File: src/rtl/os_pkg.sv
// Shared definitions for the output-stationary psum drain.
//   drain_state_t : FSM encoding (IDLE -> DRAIN -> DONE -> IDLE)
//   idx_width()   : element-index width for an n-element array (at least 1 bit)
//   relu_zero()   : true when a psum must be clamped to zero by ReLU
package os_pkg;

    typedef enum logic [1:0] {
        ST_IDLE  = 2'd0,
        ST_DRAIN = 2'd1,
        ST_DONE  = 2'd2
    } drain_state_t;

    function automatic int idx_width(input int n);
        return (n > 1) ? $clog2(n) : 1;
    endfunction

    // A negative two's-complement psum becomes zero when ReLU is enabled.
    function automatic logic relu_zero(input logic sign_bit, input logic relu_en);
        return relu_en & sign_bit;
    endfunction

endpackage

File: src/rtl/os_psum_lane_sel.sv
// Selects one psum from the captured array snapshot for a given order index.
// Ports:
//   snapshot  : captured array, psum (r,c) at [(r*col+c)*psum_bw +: psum_bw]
//   elem      : order index e of this lane
//   col_major : 0 -> r = e / col, c = e % col; 1 -> c = e / row, r = e % row
//   relu_en   : clamp negative psums to zero
//   psum      : selected (and optionally clamped) psum
module os_psum_lane_sel
    import os_pkg::*;
#(
    parameter int psum_bw = 16,
    parameter int col     = 8,
    parameter int row     = 8,
    localparam int IDX_BW = idx_width(row * col)
) (
    input  logic [psum_bw*col*row-1:0] snapshot,
    input  logic [IDX_BW-1:0]          elem,
    input  logic                       col_major,
    input  logic                       relu_en,
    output logic [psum_bw-1:0]         psum
);

    localparam int N = row * col;

    logic        [psum_bw-1:0] elems [N];
    logic        [IDX_BW-1:0]  flat;
    logic signed [psum_bw-1:0] sel;
    int                        e;

    always_comb begin
        for (int i = 0; i < N; i++) begin
            elems[i] = snapshot[i*psum_bw +: psum_bw];
        end
    end

    // Row-major order already equals the storage order; column-major
    // transposes the index into r*col + c.
    always_comb begin
        e    = int'(elem);
        flat = elem;
        if (col_major) begin
            flat = IDX_BW'((e % row) * col + (e / row));
        end
        sel  = elems[flat];
        psum = relu_zero(sel[psum_bw-1], relu_en) ? '0 : sel;
    end

endmodule

File: src/rtl/os_psum_drain.sv
// Snapshot-and-serialise drain for the output-stationary MAC array.
// On start (in IDLE) the whole psum array is captured together with the
// ordering and ReLU modes, then streamed out lanes psums per beat over a
// valid/ready handshake.
// Ports:
//   clk, reset    : clock, synchronous active-high reset
//   start         : capture array and begin drain (ignored outside IDLE)
//   os_out_array  : psum (r,c) at [(r*col+c)*psum_bw +: psum_bw]
//   col_major     : order select, sampled at start
//   relu_en       : ReLU enable, sampled at start
//   out_ready     : consumer accepts beat
//   out_valid     : beat valid
//   out_data      : lane j at [j*psum_bw +: psum_bw]
//   out_idx       : order index of lane 0
//   out_last      : final beat of the drain
//   busy          : high in DRAIN and DONE
//   done          : one-cycle pulse after the last beat is accepted
module os_psum_drain
    import os_pkg::*;
#(
    parameter int psum_bw = 16,
    parameter int col     = 8,
    parameter int row     = 8,
    parameter int lanes   = 1,
    localparam int IDX_BW = idx_width(row * col)
) (
    input  logic                       clk,
    input  logic                       reset,
    input  logic                       start,
    input  logic [psum_bw*col*row-1:0] os_out_array,
    input  logic                       col_major,
    input  logic                       relu_en,
    input  logic                       out_ready,
    output logic                       out_valid,
    output logic [psum_bw*lanes-1:0]   out_data,
    output logic [IDX_BW-1:0]          out_idx,
    output logic                       out_last,
    output logic                       busy,
    output logic                       done
);

    localparam int                N      = row * col;
    localparam logic [IDX_BW-1:0] LAST_K = IDX_BW'(N - lanes);
    localparam logic [IDX_BW-1:0] STEP   = IDX_BW'(lanes);

    drain_state_t         state, state_nx;
    logic [IDX_BW-1:0]    k;
    logic [psum_bw*N-1:0] snapshot;
    logic                 col_major_q;
    logic                 relu_q;
    logic                 fire;
    logic                 at_last;

    assign fire    = out_valid & out_ready;
    assign at_last = (k == LAST_K);

    // Capture stage: snapshot, modes and beat counter
    always_ff @(posedge clk) begin
        if (reset) begin
            state       <= ST_IDLE;
            k           <= '0;
            snapshot    <= '0;
            col_major_q <= 1'b0;
            relu_q      <= 1'b0;
        end else begin
            state <= state_nx;
            if (state == ST_IDLE && start) begin
                snapshot    <= os_out_array;
                col_major_q <= col_major;
                relu_q      <= relu_en;
                k           <= '0;
            end else if (fire) begin
                // Return to 0 after the final beat so the next drain starts clean.
                k <= at_last ? '0 : k + STEP;
            end
        end
    end

    always_comb begin
        state_nx = state;
        case (state)
            ST_IDLE:  if (start)          state_nx = ST_DRAIN;
            ST_DRAIN: if (fire & at_last) state_nx = ST_DONE;
            ST_DONE:                      state_nx = ST_IDLE;
            default:                      state_nx = ST_IDLE;
        endcase
    end

    assign out_valid = (state == ST_DRAIN);
    assign out_last  = out_valid & at_last;
    assign busy      = (state != ST_IDLE);
    assign done      = (state == ST_DONE);
    assign out_idx   = k;

    // Output stage: purely combinational from registered state
    for (genvar j = 0; j < lanes; j++) begin : g_lane
        logic [IDX_BW-1:0] elem;
        assign elem = k + IDX_BW'(j);

        os_psum_lane_sel #(
            .psum_bw (psum_bw),
            .col     (col),
            .row     (row)
        ) u_sel (
            .snapshot  (snapshot),
            .elem      (elem),
            .col_major (col_major_q),
            .relu_en   (relu_q),
            .psum      (out_data[j*psum_bw +: psum_bw])
        );
    end

endmodule
File: config.mk
export PLATFORM = sky130hd
export DESIGN_NAME = os_psum_drain
export DESIGN_NICKNAME = d
export VERILOG_FILES = /design/src/rtl/os_pkg.sv /design/src/rtl/os_psum_lane_sel.sv /design/src/rtl/os_psum_drain.sv
export SDC_FILE = /design/constraint.sdc
export NUM_CORES = 2
export LEC_CHECK = 0
export CAP_MARGIN = 30
export CORE_AREA = 2 2 406 408
export CTS_BUF_LIST = sky130_fd_sc_hd__clkbuf_8
export DETAILED_ROUTE_END_ITERATION = 7
export DIE_AREA = 0 0 408 410
export GPL_TIMING_DRIVEN = 0
export PLACE_DENSITY_LB_ADDON = 0.08
export SYNTH_ARGS = -nofsm -noshare
export SYNTH_HDL_FRONTEND = slang
export SYNTH_HIERARCHICAL = 1
export SYNTH_SLANG_ARGS = --single-unit
File: constraint.sdc
create_clock -name clk -period 3.43 [get_ports clk]
set_clock_uncertainty 0.1 [all_clocks]
set_input_delay 1.029 -clock clk [delete_from_list [all_inputs] [get_ports clk]]
set_output_delay 1.029 -clock clk [all_outputs]
set_load 0.02 [all_outputs]
* After elaboration in Yosys (flattened, before gate mapping)
Cells that the tools add are included.
Word-level totals: output and inout bits 26, register bits after elaboration 1034, logic and storage cells 32, input port bits 1030
Operators by class: bitwise gates (word level) 5, reduce and logical (&&, ||, !) cells 5, equal/unequal tests 5, add/subtract/negate cells 2, muxes and demuxes 9, order comparisons 1
Operator list (count):
- $bmux W16 S6 | 1
- $mux W16 | 3
- $mux W6 | 2
- $ge A7 B7 Y1 const B | 1
- $not A6 Y7 | 1
- $add A6 B1 Y6 const B | 1
- $add A6 B3 Y6 | 1
- $eq A6 B6 Y1 const B | 1
- $and A1 B1 Y1 | 4
- $mux W2 | 2
- $pmux W2 S2 | 1
- $eq A2 B1 Y1 const B | 1
- $eq A2 B2 Y1 const B | 1
- $logic_not A2 Y1 | 1
- $ne A2 B1 Y1 const B | 1
- $ne A2 B2 Y1 const B | 1
- $reduce_and A2 Y1 | 1
- $reduce_bool A2 Y1 | 1
- $reduce_or A2 Y1 | 1
- $logic_and A1 B1 Y1 | 1

* Depth between registers and ports, before layout
word-level depth 8, mapped depth 13, depth with buffers taken out 8

* Modules after synthesis
The synthesis kept the hierarchy.
Modules (own cells, without submodules):
- os_psum_drain | seq. area each 20699.9 µm², area an instance 36159.7 µm², cells each 4494, instances 1
- os_psum_lane_sel | seq. area each 0.0 µm², area an instance 9526.6 µm², cells each 1392, instances 1

* Worst setup path after synthesis
Ideal clock, no wire load.
kind reg2out, from reg k[0], in the netlist out_idx[0], to out out_data[0], data required time 2.301 ns, cell stages (with the launch flop) 13, path slack -0.137 ns, arrival time 2.438 ns, path buffers 5, path through dfxtp_1 buf_4 inv_2 o21a_4 buf_6 buf_6 buf_6 clkbuf_1 a311oi_1 a31oi_1 o211ai_1 nand4_1 nor2b_1
Between the ends: word-level cells in the longest chain between the ends 8
Ends and longest elaborated chain:
- start: declaration | RTL line os_psum_drain.sv:47 | logic [IDX_BW-1:0] k;
- start signal: assignment | RTL line os_psum_drain.sv:74 | k <= at_last ? '0 : k + STEP;
- $add A6 B3 Y6 | RTL line os_psum_lane_sel.sv:42 | flat = IDX_BW'((e % row) * col + (e / row));
- $mux W6 (*) | RTL line os_psum_lane_sel.sv:41 | if (col_major) begin
- $not A6 Y7 (not written as such) (*) | RTL line os_psum_lane_sel.sv:44 | sel = elems[flat];
- $bmux W16 S6 (*) | RTL line os_psum_lane_sel.sv:44
- $mux W16 (not written as such) (*) (2 in series) | RTL line os_psum_lane_sel.sv:44
- $and A1 B1 Y1 | RTL line os_pkg.sv:19 | return relu_en & sign_bit;
- $mux W16 (*) | RTL line os_psum_lane_sel.sv:45 | psum = relu_zero(sel[psum_bw-1], relu_en) ? '0 : sel;
- end: declaration | RTL line os_psum_drain.sv:35 | output logic [psum_bw*lanes-1:0] out_data,
Mark *: on every way between the ends. The rest lies on a longest branch, timed or not. The select of a mux whose other input is x is not followed.

* Final worst setup path
from reg col_major_q, to out out_data[4]
Between the ends: word-level cells in the longest chain between the ends 7
Ends and longest elaborated chain:
- start: declaration | RTL line os_psum_drain.sv:49 | logic col_major_q;
- start signal: assignment | RTL line os_psum_drain.sv:69 | col_major_q <= col_major;
- $mux W6 (*) | RTL line os_psum_lane_sel.sv:41
- $not A6 Y7 (not written as such) (*) | RTL line os_psum_lane_sel.sv:44
- $bmux W16 S6 (*) | RTL line os_psum_lane_sel.sv:44
- $mux W16 (not written as such) (*) (2 in series) | RTL line os_psum_lane_sel.sv:44
- $and A1 B1 Y1 | RTL line os_pkg.sv:19
- $mux W16 (*) | RTL line os_psum_lane_sel.sv:45
Marked as above.

==> impl_metrics.json <==
{
  "status": "finished with violations",
  "violations": "setup timing",
  "io_buffers": 1054,
  "rsz0062_at_grt": "true",
  "synth_nets": 6917,
  "power_leakage_nw": 24.2,
  "worstPathRequired_ns": 2.30,
  "row_count": 149,
  "async_flop_share_pct": 0,
  "clk_pin_slew_ns": 0.06,
  "core_um2": 163000,
  "synth_edf_count": 0,
  "drt_wl_total_um": 274000,
  "syn_avg_cell_area_um2": 7.76,
  "hold_path.class": "reg2reg",
  "crit_path_max_incr_delay_ns": 0.86,
  "pre_cts_slack_ns": -3.02,
  "via_per_inst": 5.07,
  "drtAntennaViolNets": 0,
  "cts_inserted_buffers": 189,
  "insertion_delay_ns": 0.92,
  "hpwlAfterDp_um": 222000,
  "grt_max_degree": 17,
  "start_util_pct": 27.9,
  "final_area_um2": 65100,
  "cts_root_buffer": "clkbuf_8",
  "yosysSeqAreaShare_pct": 45.3,
  "die_area_um2": 167000,
  "critPathMaxFanout": 8,
  "clkSinkCount": 1034,
  "ys_ff_latch": 1034,
  "via_count": 48500,
  "drive_above_1_share_pct": 13.5,
  "fin_crit_sh_pct": 157,
  "htree_levels": 4,
  "tightestPinTransition_ns": 1.04,
  "routedWlPerCell_um": 28.7,
  "yosysUniqueCellTypes": 62,
  "fin_crit_ns": 5.37,
  "end_kind": "output pin",
  "grt_overflow": 0,
  "grt_pass1_wl_um": 369000,
  "setup_viol_count_final": 16,
  "dpl_cell_area_um2": 59000,
  "peakVddDrop_mv": 0.384,
  "fp.dieH_um": 410,
  "syn_inst": 5886,
  "drc": 0,
  "synthFlopType": "dfxtp_1",
  "io_pins": 1056,
  "finalHoldViolations": 0,
  "reg2reg_slack_ns": 0.81,
  "crit_arrival_ns": 4.24,
  "first_global_vias": 47500,
  "syn-cell-area_um2": 45700,
  "cap_violations": 0,
  "power_density_nw_per_um2": 467,
  "cts_buffer_depth": 3,
  "cts_tree": "yes",
  "antenna_found_initial": 75,
  "place_congestion": 0.945,
  "fmax_ghz": 0.186,
  "die_x_um": 408,
  "nets": 8220,
  "area_growth_syn_to_layout_pct": 42.6,
  "grt_usage_pct": 31.5,
  "final.setup.worst_slack_ns": -1.94,
  "finalMaxSlewViolations": 0,
  "drt_iter0_drc": 4341,
  "crit_slowest_cell": "o211ai_1",
  "worstSetupPathType": "reg2out",
  "slew_headroom_pct": 30.2,
  "yosys_warnings": 6,
  "crit_chain": "mux2i_4 -> buf_12 -> buf_16 -> buf_16 -> buf_12 -> a211oi_2 -> a311oi_4 -> a31oi_2 -> o211ai_1 -> nand4_1 -> nor2b_2 -> buf_6",
  "drtPass1Iterations": 6,
  "start_kind": "flop"
}
[stage by stage]
| stage | cells | power (mW) | util, % | setup TNS [ns] | hold WS [ns] |
|---|---|---|---|---|---|
| CTS | 9502 | 30.6 | 39.5 | -28.74 | 0.350 |
| global route | 9547 | 31.5 | 39.8 | -29.22 | 0.366 |
| floorplan | 5886 | 15.6 | - | 0 | 0.332 |
| detailed placement | 9132 | 18.5 | 36.1 | -60.85 | 0.343 |
| finish | 9561 | 30.4 | 39.8 | -27.75 | 0.349 |
| global placement | 9129 | 18.4 | 36.1 | -391.21 | 0.339 |
[critical path: cells and delay by family (launching register included)]
kind | cells | cell delay (ns)
buffers and inverters | 5 | 0.77
DFF | 1 | 0.44
muxes | 1 | 0.27
and+or+nand+nor | 2 | 0.42
AOI/OAI and AO/OA | 4 | 1.40
[report_power, final]
part | switching [mW] | total (mW) | internal (mW)
clock | 5.68 | 12.0 | 6.31
combinational | 2.86 | 5.18 | 2.32
sequential | 0.509 | 13.3 | 12.8
[registers in the layout (all words and copies together) (netlist names)]
signal	cells
out_idx	6
relu_q	1
snapshot	1024
col_major_q	1
state	2
[path summary, 6_finish.rpt]
check                                                start                    endpoint  cells past startpoint
worst max-delay path              col_major_q$_SDFFE_PP0P_                 out_data[4]                     12
worst max register to register       state[0]$_SDFFE_PP0P_  snapshot[219]$_SDFFE_PP0P_                      7
worst min register to register  snapshot[699]$_SDFFE_PP0P_  snapshot[699]$_SDFFE_PP0P_                      2
worst min-delay path            snapshot[699]$_SDFFE_PP0P_  snapshot[699]$_SDFFE_PP0P_                      2
[repair_timing]
action	in CTS	in global routing
hold buffers	0	0
gates resized for setup	438	49
pin swaps	55	33
cloned	4	1
endpoints found under the setup margin	23	18
setup buffers	30	23
[cell usage in the layout (no fill, tap or decap), drive strengths merged, types with 4 or more instances in the layout]
cell type and n:
a211oi 62, a21oi 1035, a221oi 31, a22oi 39, a311oi 56, a31oi 66
and3 5, buf 410, clkbuf 400, clkdlybuf4s50 1033, clkinv 15, clkinvlp 7
dfxtp 1034, diode 36, inv 87, mux2i 4, mux4 112, nand2 2460
nand2b 6, nand3 144, nand4 16, nor2 71, nor2b 76, o211ai 30
o21ai 53, o22ai 32
[Yosys cell counts (4+ instances only)]
cell	instances	area, um2
nand2_1	2458	9230
a21oi_1	1035	5180
dfxtp_1	1034	20700
clkbuf_1	166	623
buf_2	158	791
nand3_1	144	721
buf_6	142	1600
mux4_2	112	2520
nor2b_1	76	475
nor2_1	71	267
a31oi_1	66	413
a211oi_1	58	435
a311oi_1	56	490
a22oi_1	39	293
buf_4	32	240
o21ai_1	31	155
a221oi_1	30	263
o211ai_1	30	225
o22ai_1	29	181
o21ai_0	21	105
nand4_1	16	100
buf_1	10	37.5
nand2b_1	6	37.5
and3_1	5	31.3
a211oi_2	4	50.1
inv_1	4	15.0
[cells by family (layout without fill, tap and decap cells)]
group,after synthesis,in the layout,synth area share [%]
and+or+nand+nor,2795,2795,24.1
AOI/OAI and AO/OA,1426,1426,17.7
DFF,1034,1034,45.3
buffers and inverters,513,1963,7.24
muxes,116,116,5.64
adders and majority gates,1,1,0.0274
xor gates and xnor gates,1,1,0.0192
other,0,36,0
[layer usage]
layer	routed length (um)	share of wire (%)	global-route usage (%)	vias up
li1	-	-	-	22500
met1	115000	42	39.5	23600
met2	129000	47	52.1	1874
met3	17800	6.5	6.39	460
met4	12700	4.6	14.0	48
met5	322	0.12	0	-
[area by class of cell]
class	count	area, um2
fill	17300	98400
clock inverter	107	598
sequential	1034	20700
tap	2189	2740
inverter	5	26.3
buffer	505	3830
multi-input combinational	4339	22800
clock buffer	231	3180
timing repair buffer	1115	11200
antenna	36	90.1
Power figures use the tool's default switching activity.
